### src/rtl/shift_pkg.sv
// rtl/shift_pkg.sv - shift op codes, per-slice control payload and log2 helper
package shift_pkg;

  localparam logic [1:0] SHIFT_SLL = 2'b00;
  localparam logic [1:0] SHIFT_ROR = 2'b01;
  localparam logic [1:0] SHIFT_SRL = 2'b10;
  localparam logic [1:0] SHIFT_SRA = 2'b11;

  // Control carried alongside the partial value; sign is the original operand MSB.
  typedef struct packed {
    logic [1:0] op;
    logic       sign;
  } shift_ctl_t;

  function automatic int log2_f(input int value);
    int r;
    r = 0;
    for (int i = 0; i < 31; i++) begin
      if ((1 << i) < value) r = i + 1;
    end
    return r;
  endfunction

endpackage

### src/rtl/shift_stage.sv
// rtl/shift_stage.sv - one register slice applying barrel levels LVL_LO..LVL_HI-1
module shift_stage
  import shift_pkg::*;
#(
  parameter int DATA_WIDTH = 32,
  parameter int TAG_WIDTH  = 5,
  parameter int SHAMT_W    = 5,
  parameter int LVL_LO     = 0,
  parameter int LVL_HI     = 1
) (
  input  logic                  clk,
  input  logic                  rst,
  input  logic                  flush,
  input  logic                  i_take,
  input  logic                  i_valid,
  input  logic [DATA_WIDTH-1:0] i_data,
  input  logic [SHAMT_W-1:0]    i_sh,
  input  shift_ctl_t            i_ctl,
  input  logic [TAG_WIDTH-1:0]  i_tag,
  output logic                  o_valid,
  output logic [DATA_WIDTH-1:0] o_data,
  output logic [SHAMT_W-1:0]    o_sh,
  output shift_ctl_t            o_ctl,
  output logic [TAG_WIDTH-1:0]  o_tag
);

  localparam logic [SHAMT_W-1:0] LVL_MASK =
    SHAMT_W'(((1 << LVL_HI) - 1) & ~((1 << LVL_LO) - 1));

  logic                  r_valid;
  logic [DATA_WIDTH-1:0] r_data;
  logic [SHAMT_W-1:0]    r_sh;
  shift_ctl_t            r_ctl;
  logic [TAG_WIDTH-1:0]  r_tag;
  logic [DATA_WIDTH-1:0] w_data;
  logic [SHAMT_W-1:0]    w_sh;

  function automatic logic [DATA_WIDTH-1:0] level_shift(
    input logic [DATA_WIDTH-1:0] v,
    input shift_ctl_t            c,
    input int                    amt
  );
    case (c.op)
      SHIFT_SLL: level_shift = v << amt;
      SHIFT_ROR: level_shift = (v >> amt) | (v << (DATA_WIDTH - amt));
      SHIFT_SRL: level_shift = v >> amt;
      default:   level_shift = (v >> amt) | ({DATA_WIDTH{c.sign}} << (DATA_WIDTH - amt));
    endcase
  endfunction

  always_comb begin
    w_data = i_data;
    for (int k = LVL_LO; k < LVL_HI; k++) begin
      if (((i_sh >> k) & SHAMT_W'(1)) != '0) w_data = level_shift(w_data, i_ctl, 1 << k);
    end
  end

  // Consumed amount bits are cleared so later slices only see what is left.
  assign w_sh = i_sh & ~LVL_MASK;

  always_ff @(posedge clk or posedge rst) begin
    if (rst) begin
      r_valid <= 1'b0;
      r_data  <= '0;
      r_sh    <= '0;
      r_ctl   <= '0;
      r_tag   <= '0;
    end else if (flush) begin
      r_valid <= 1'b0;
    end else if (i_take) begin
      r_valid <= i_valid;
      if (i_valid) begin
        r_data <= w_data;
        r_sh   <= w_sh;
        r_ctl  <= i_ctl;
        r_tag  <= i_tag;
      end
    end
  end

  assign o_valid = r_valid;
  assign o_data  = r_data;
  assign o_sh    = r_sh;
  assign o_ctl   = r_ctl;
  assign o_tag   = r_tag;

endmodule

### src/rtl/pipelined_shifter.sv
// rtl/pipelined_shifter.sv - pipelined barrel shifter (sll/ror/srl/sra) with valid/ready, tag and flush
module pipelined_shifter
  import shift_pkg::*;
#(
  parameter int DATA_WIDTH  = 32,
  parameter int PIPE_STAGES = 2,
  parameter int TAG_WIDTH   = 5
) (
  input  logic                  clk,
  input  logic                  rst,
  input  logic                  flush,
  input  logic                  in_valid,
  output logic                  in_ready,
  input  logic [DATA_WIDTH-1:0] in_a,
  input  logic [DATA_WIDTH-1:0] in_b,
  input  logic [1:0]            in_op,
  input  logic [TAG_WIDTH-1:0]  in_tag,
  output logic                  out_valid,
  input  logic                  out_ready,
  output logic [DATA_WIDTH-1:0] out_result,
  output logic [TAG_WIDTH-1:0]  out_tag
);

  localparam int SHAMT_W = log2_f(DATA_WIDTH);

  logic [DATA_WIDTH-1:0] w_data [0:PIPE_STAGES];
  logic [SHAMT_W-1:0]    w_sh   [0:PIPE_STAGES];
  shift_ctl_t            w_ctl  [0:PIPE_STAGES];
  logic [TAG_WIDTH-1:0]  w_tag  [0:PIPE_STAGES];
  logic [PIPE_STAGES:0]  w_valid;
  logic [PIPE_STAGES:0]  w_can;
  logic                  w_unused;

  assign w_data[0]  = in_a;
  assign w_sh[0]    = in_b[SHAMT_W-1:0];
  assign w_ctl[0]   = '{op: in_op, sign: in_a[DATA_WIDTH-1]};
  assign w_tag[0]   = in_tag;
  assign w_valid[0] = in_valid;

  // Slice i may load when some slice from i to the end is empty, or the result is taken.
  always_comb begin
    w_can = '0;
    w_can[PIPE_STAGES] = out_ready;
    for (int i = PIPE_STAGES - 1; i >= 0; i--) begin
      w_can[i] = w_can[i+1] || !w_valid[i+1];
    end
  end

  for (genvar gi = 0; gi < PIPE_STAGES; gi++) begin : g_stage
    shift_stage #(
      .DATA_WIDTH (DATA_WIDTH),
      .TAG_WIDTH  (TAG_WIDTH),
      .SHAMT_W    (SHAMT_W),
      .LVL_LO     ((gi * SHAMT_W + PIPE_STAGES - 1) / PIPE_STAGES),
      .LVL_HI     (((gi + 1) * SHAMT_W + PIPE_STAGES - 1) / PIPE_STAGES)
    ) u_stage (
      .clk     (clk),
      .rst     (rst),
      .flush   (flush),
      .i_take  (w_can[gi]),
      .i_valid (w_valid[gi]),
      .i_data  (w_data[gi]),
      .i_sh    (w_sh[gi]),
      .i_ctl   (w_ctl[gi]),
      .i_tag   (w_tag[gi]),
      .o_valid (w_valid[gi+1]),
      .o_data  (w_data[gi+1]),
      .o_sh    (w_sh[gi+1]),
      .o_ctl   (w_ctl[gi+1]),
      .o_tag   (w_tag[gi+1])
    );
  end

  assign in_ready   = !flush && w_can[0];
  assign out_valid  = w_valid[PIPE_STAGES];
  assign out_result = w_data[PIPE_STAGES];
  assign out_tag    = w_tag[PIPE_STAGES];

  assign w_unused = ^{w_sh[PIPE_STAGES], w_ctl[PIPE_STAGES], in_b[DATA_WIDTH-1:SHAMT_W]};

endmodule
### config.mk
export PLATFORM = sky130hd
export DESIGN_NAME = pipelined_shifter
export DESIGN_NICKNAME = d
export VERILOG_FILES = /design/src/rtl/shift_pkg.sv /design/src/rtl/shift_stage.sv /design/src/rtl/pipelined_shifter.sv
export SDC_FILE = /design/constraint.sdc
export NUM_CORES = 1
export LEC_CHECK = 0
export CELL_PAD_IN_SITES_DETAIL_PLACEMENT = 2
export CELL_PAD_IN_SITES_GLOBAL_PLACEMENT = 2
export CORE_UTILIZATION = 31
export DETAILED_ROUTE_END_ITERATION = 8
export PLACE_DENSITY = 0.92
export RECOVER_POWER = 50
export SETUP_SLACK_MARGIN = 0.02
export SKIP_CTS_REPAIR_TIMING = 1
export SLEW_MARGIN = 20
export SYNTH_ARGS = -nofsm -noshare
export SYNTH_HDL_FRONTEND = slang
export SYNTH_SLANG_ARGS = --single-unit
### constraint.sdc
create_clock -name clk -period 3.05 [get_ports clk]
set_input_delay 0.61 -clock clk [delete_from_list [all_inputs] [get_ports clk]]
set_output_delay 0.61 -clock clk [all_outputs]
set_load 0.01 [all_outputs]
==> results by group, run 1 <==
Status
  – Outcome: complete, no violations

Cells and area
  – Fraction of layout cells with a size suffix above 1: 10.44%
  – Final std cells w/o fill: around 1300
  – Filler cell count in the final layout: around 2500
  – # diodes: 0
  – Nets@finish: approximately 1000
  – Area growth syn-to-layout: 22.38%
  – Util after Layout: between 30% and 40%

Setup path
  – Crit-path max cell delay: about 0.55 ns
  – CP max stage cell: dlygate4sd3_1
  – CP Class: in -> out
  – Crit-path cells: dlygate4sd3_1, and3b_1, nor2_1, clkdlybuf4s50_1
  – CP Capture Type: output pin
  – WP data required: around 2.4 ns
  – Worst setup SP type: input pin
  – CP arrival: approximately 2.1 ns
  – Worst-path fanout max: 7

Synthesis
  – Yosys cell types: 70
  – Mapped Cells: approximately 910
  – Yosys warning total: 0
  – Number of synthesized register bits: 81
  – Largest area contributor in the netlist: dfrtp_1
  – Top-area cell type share of the netlist area: between 20% and 30%
  – Mapped Area: around 6900 µm²
  – Post-synth EDFFs: 0
  – Top FF cell, synth: dfrtp_1
  – Seq/Total Area, Yosys: a little under 30%
  – Top cells by area, synth: dfrtp_1, nand2_1, a21oi_1, o21ai_0, mux2i_1
  – Asr flop ratio synth: 100.0%
  – Post-Syn Nets: between 900 and 1000
  – Syn Area/Cell: about 7.6 µm²

Drt
  – DRC viols: 0
  – Post-DR vias/cell: approximately 6.3
  – WL per Instance: 24.75 µm
  – DR pass1 iterations: 5
  – Via count: just under 8000
  – DR iter-0 viols: slightly below 500
  – Final antenna-violating net count: 0
  – Total wire length: roughly 31000 µm

Power
  – VDD IR max: roughly 0.24 mV
  – Cell area power density: between 500 and 600 nW/µm²
  – Leakage: between 3 and 4 nW
  – Total Power: roughly 4.4 mW

Clocking
  – Clk sinks: 81
  – CTS tree: done
  – Worst-case clock buffer depth: 2
  – CTS Root Cell: clkbuf_16
  – TritonCTS Buffers: 9
  – Maximum level of the CTS H-tree: 3
  – Clock transition at the registers of the reported paths: around 0.06 ns
  – Clk_lat worst skew: roughly 0.35 ns

STA
  – Fin. Hold Viols: 0
  – Tmin final: 2.699 ns
  – Final Max Slew Viols: 0
  – Setup TNS: 0 ns
  – Rel. slew slack: between 10% and 20%
  – RSZ-0062 raised after global routing: false
  – Max Clock Freq: roughly 370 MHz
  – Least-Margin Pin Slew: about 1.3 ns
  – # setup viols final: 0
  – Tcrit/Tclk final: between 80 and 90%
  – Worst clock skew: approximately 0.015 ns

Floorplanning
  – Core box area: 21760 µm²
  – Die width: around 150 µm
  – I/O Pins: between 100 and 150
  – Die span in y: roughly 150 µm
  – Starting Density: 31.50%
  – Row cnt: 54
  – DIE AREA: ~23000 µm²

Global route
  – GRT Resource Usage Total: between 20 and 30%
  – Vias in the first global route: between 8000 and 9000
  – Largest net degree at the start of global routing: 70
  – Grt ovf: 0
  – Antenna violations before repair: 0
  – First-pass GRT wire length: around 50000 µm

Min path
  – Worst min path class: reg -> reg

Placement
  – Buffers on Ports: 87
  – Hpwl dp: between 20000 and 25000 µm
  – Inst Count DP: approximately 1200
  – Final RePlAce weighted congestion: roughly 0.94

Flow run
  – MaxCap Viol Count: 0
==> worst max-delay path: cells and delay by family <==
kind | cells | cell delay, ns
buffers and inverters | 2 | 1.03
AND/OR/NAND/NOR | 2 | 0.45
==> Yosys cell counts, types with 3 or more instances <==
master / instances
a211oi_1: 22
a21oi_1: 68
and3_1: 6
a221oi_2: 3
nor3_1: 12
a311oi_1: 27
o21ai_0: 63
inv_1: 7
nor3b_1: 4
nand3_1: 50
buf_6: 5
or3b_2: 8
mux2i_1: 30
mux4_2: 4
buf_2: 29
nor2_1: 73
nand2b_1: 14
buf_1: 3
nor2b_1: 7
a221oi_1: 3
o22ai_1: 12
nand2_1: 144
or3b_4: 3
a31oi_1: 28
o21ai_1: 25
a211o_1: 9
o221ai_1: 3
o211a_1: 3
dfrtp_1: 81
buf_4: 4
a2bb2oi_1: 4
o211ai_1: 16
o21a_1: 12
and2_1: 3
or3b_1: 16
clkbuf_1: 47
o2bb2ai_1: 3
a21o_1: 10
==> placed cells by master (no fill, tap or decap), drive strengths merged, types with 16 or more instances in the layout <==
master	count
clkbuf	17
mux2i	30
buf	56
nor2	74
o211ai	16
clkdlybuf4s50	71
or3b	27
a211oi	22
nand2	144
a21oi	68
a31oi	29
a311oi	29
nand3	50
dfrtp	81
o21ai	88
==> logic make-up after synthesis <==
group / synth area share, %
AND/OR/NAND/NOR: 24.72
AO/OA/AOI/OAI: 33.18
buffers and inverters: 6.500
flip-flops: 29.58
multiplexers: 6.025
==> where the power goes <==
group          leakage [nW]  total (mW)  internal (mW)  switching [mW]
logic                  2.20        1.74          0.744           0.999
registers              1.00        1.58           1.30           0.278
clock network         0.141        1.09          0.660           0.428
==> path summary, 6_finish.rpt <==
| path | from | endpoint | slack [ns] | cells after the start |
|---|---|---|---|---|
| max in group asynchronous | rst | g_stage[0].u_stage.o_sh[3]$_DFFE_PP0P_ | 0.56 | 3 |
| worst max register to register | g_stage[1].u_stage.o_valid$_DFFE_PP0P_ | g_stage[1].u_stage.o_data[8]$_DFFE_PP0P_ | 0.70 | 4 |
| worst min-delay path | g_stage[1].u_stage.o_tag[4]$_DFFE_PP0P_ | g_stage[1].u_stage.o_tag[4]$_DFFE_PP0P_ | 0.48 | 2 |
| worst min register to register | g_stage[1].u_stage.o_tag[4]$_DFFE_PP0P_ | g_stage[1].u_stage.o_tag[4]$_DFFE_PP0P_ | 0.48 | 2 |
| min in group asynchronous | rst | g_stage[0].u_stage.o_sh[4]$_DFFE_PP0P_ | 1.00 | 2 |
| worst max-delay path | out_ready | in_ready | 0.35 | 4 |
==> metal layers <==
metal	GRT usage, %	share of wire, %	up-vias	wire [µm]
li1	-	-	3510	-
met1	35.77	43	4019	13330
met2	48.48	49	327	15140
met3	3.455	5.0	76	1566
met4	10.75	3.4	0	1070
met5	0	0	-	0
==> layout make-up <==
class	count	area (µm²)	area share [%]
clock buffers	14	254.0	3.029
clock inverters	2	38.79	0.4625
inverters	7	27.53	0.3282
multi-input cells	731	4383	52.26
flip-flops and latches	81	2028	24.18
well taps	280	350.3	4.177
repair buffers	142	1305	15.56
==> registers in the layout (all words and copies together) (netlist names) <==
name                     count
g_stage.u_stage.o_ctl        3
g_stage.u_stage.o_sh         2
g_stage.u_stage.o_data      64
g_stage.u_stage.o_valid      2
g_stage.u_stage.o_tag       10
==> through the flow <==
step / cell area (µm²) / setup WS [ns] / hold WS [ns]
detailed placement: 8128 / 0.1970 / 0.4769
global placement: 8128 / 0.3203 / 0.4596
floorplan: 6853 / 0.3599 / 0.4386
global route: 8387 / 0.2181 / 0.5024
CTS: 8421 / 0.4244 / 0.4938
finish: 8387 / 0.3509 / 0.4784
Note: power is estimated with default switching activity, not from simulation.
==> run 2: changes to the inputs <==
- PLACE_DENSITY: 0.92 -> 0.83
==> run 2 against run 1 <==
  * Final cell count grew 0.32%
  * Worst hold slack worse by 0.0043 ns
  * Power rose by 1.1%
  * Combinational power fell by 3%
  * Critical path depth stayed put
  * Wire length is 3.8% lower
  * Die area did not move
  * Highest routed layer unchanged
==> results by group, run 2 (synthesis results as in run 1) <==
Drt
  – DRC viols: 0 (unchanged)
  – WL per Instance: 23.73 µm (was 24.75 µm)
  – Post-DR vias/cell: 6.139 (was 6.310)
  – Total wire length: 29920 µm (was 31110 µm)
  – Final antenna-violating net count: 0 (unchanged)
  – DR pass1 iterations: 5 (unchanged)
  – Via count: 7741 (was 7932)
  – DR iter-0 viols: 529 (was 491)

Cells and area
  – Filler cell count in the final layout: 2492 (was 2544)
  – Area growth syn-to-layout: 23.04% (was 22.38%)
  – # diodes: 0 (unchanged)
  – Final instance area: 8432 µm² (was 8387 µm²)
  – Max reg flops: 64 (unchanged)
  – Fraction of layout cells with a size suffix above 1: 10.81% (was 10.44%)
  – Nets@finish: 1052 (was 1048)
  – Most frequent cells in the layout: nand2_1, dfrtp_1, nor2_1 (unchanged)
  – Commonest non-fill, non-tap cell in the layout: nand2_1 (unchanged)
  – FF+latch area: 2028 µm² (unchanged)
  – Multi-input gate area: 4383 µm² (unchanged)

Setup path
  – Crit-path cells: dlygate4sd3_1, and3b_1, nor2_1, clkdlybuf4s50_1 (unchanged)
  – CP Capture Type: output pin (unchanged)
  – Crit-path max cell delay: 0.55 ns (about the same)
  – WP data required: 2.44 ns (about the same)
  – CP Class: in -> out (unchanged)
  – CP arrival: 2.09 ns (about the same)
  – Worst-path fanout max: 7 (unchanged)
  – Worst setup SP type: input pin (unchanged)
  – CP max stage cell: dlygate4sd3_1 (unchanged)

STA
  – Fin. Hold Viols: 0 (unchanged)
  – Tmin final: 2.697 ns (was 2.699 ns)
  – # setup viols final: 0 (unchanged)
  – Setup TNS: 0 ns (unchanged)
  – RSZ-0062 raised after global routing: false (unchanged)
  – Worst clock skew: 0.007072 ns (was 0.01512 ns)
  – Least-Margin Pin Slew: 1.178 ns (was 1.302 ns)
  – Rel. slew slack: 21.00% (was 12.72%)
  – Tcrit/Tclk final: 88.43% (was 88.50%)
  – Max Clock Freq: 370.8 MHz (was 370.5 MHz)
  – Final Max Slew Viols: 0 (unchanged)

Floorplanning
  – Starting Density: 31.50% (unchanged)
  – Core box area: 21760 µm² (unchanged)
  – Die span in y: 150.7 µm (unchanged)
  – Die width: 150.7 µm (unchanged)
  – I/O Pins: 115 (unchanged)
  – Row cnt: 54 (unchanged)
  – DIE AREA: 22700 µm² (unchanged)

Clocking
  – Maximum level of the CTS H-tree: 3 (unchanged)
  – Worst-case clock buffer depth: 2 (unchanged)
  – Clock transition at the registers of the reported paths: 0.06 ns (about the same)
  – Clk_lat worst skew: 0.34 ns (was 0.35 ns)
  – TritonCTS Buffers: 9 (unchanged)
  – CTS tree: done (unchanged)
  – CTS Root Cell: clkbuf_16 (unchanged)
  – Clk sinks: 81 (unchanged)

Flow run
  – MaxCap Viol Count: 0 (unchanged)

Power
  – Cell area power density: 529.2 nW/µm² (was 526.2 nW/µm²)
  – VDD IR max: 0.2278 mV (was 0.2399 mV)
  – Leakage: 3.380 nW (was 3.348 nW)

Global route
  – Largest net degree at the start of global routing: 70 (unchanged)
  – Vias in the first global route: 8054 (was 8224)
  – First-pass GRT wire length: 47270 µm (was 48820 µm)
  – Antenna violations before repair: 0 (unchanged)
  – Grt ovf: 0 (unchanged)
  – GRT Resource Usage Total: 27.06% (was 28.16%)

Status
  – Outcome: complete, no violations (unchanged)

Placement
  – Hpwl dp: 22570 µm (was 23210 µm)
  – Post-DP Area: 8145 µm² (was 8128 µm²)
  – Final RePlAce weighted congestion: 0.9120 (was 0.9416)
  – Buffers on Ports: 87 (unchanged)

Min path
  – Worst min path class: reg -> reg (unchanged)
==> run 2: worst paths after layout <==
kind	startpoint	to	slack (ns)	cells past startpoint
hold reg to reg	g_stage[1].u_stage.o_tag[2]$_DFFE_PP0P_	g_stage[1].u_stage.o_tag[2]$_DFFE_PP0P_	0.47	2
min in group asynchronous	rst	g_stage[1].u_stage.o_data[25]$_DFFE_PP0P_	0.95	2
hold / removal	g_stage[1].u_stage.o_tag[2]$_DFFE_PP0P_	g_stage[1].u_stage.o_tag[2]$_DFFE_PP0P_	0.47	2
setup / recovery	out_ready	in_ready	0.35	4
setup reg to reg	g_stage[0].u_stage.o_ctl[2]$_DFFE_PP0P_	g_stage[1].u_stage.o_data[5]$_DFFE_PP0P_	0.75	6
max in group asynchronous	rst	g_stage[0].u_stage.o_data[5]$_DFFE_PP0P_	0.57	3
==> run 2: stage by stage <==
stage	hold slack (ns)	setup slack [ns]	cells	total power [mW]	util, %
floorplan	0.4386	0.3599	907	2.446	-
global placement	0.4534	0.1431	1245	3.182	37.44
detailed placement	0.4655	0.08297	1245	3.289	37.44
CTS	0.4803	0.4268	1261	4.497	38.93
global route	0.4960	0.2395	1261	4.704	38.76
finish	0.4740	0.3528	1261	4.462	38.76
==> run 2: routing by layer <==
layer / up-vias / wire (µm) / GRT usage [%]
met2: 284 / 14330 / 45.02
met4: 0 / 909 / 9.850
met1: 3886 / 13200 / 36.32
li1: 3509 / - / -
met5: - / 0 / 0
met3: 62 / 1476 / 2.515
==> run 2: power by group <==
| group | total, mW | switching [mW] | internal, mW |
|---|---|---|---|
| Clock | 1.19 | 0.427 | 0.763 |
| Sequential | 1.58 | 0.278 | 1.30 |
| Combinational | 1.69 | 0.949 | 0.740 |
==> run 2: layout make-up <==
| class | count | area share (%) |
|---|---|---|
| clock buffer | 14 | 3.131 |
| clock inverter | 2 | 0.7123 |
| inverter | 7 | 0.3265 |
| multi-input combinational | 731 | 51.98 |
| sequential | 81 | 24.05 |
| tap | 280 | 4.155 |
| timing repair buffer | 146 | 15.64 |
==> run 2: critical path, delay by kind of cell <==
family,cells,cell delay [ns]
simple gates,2,0.45
buf+inv,2,1.03
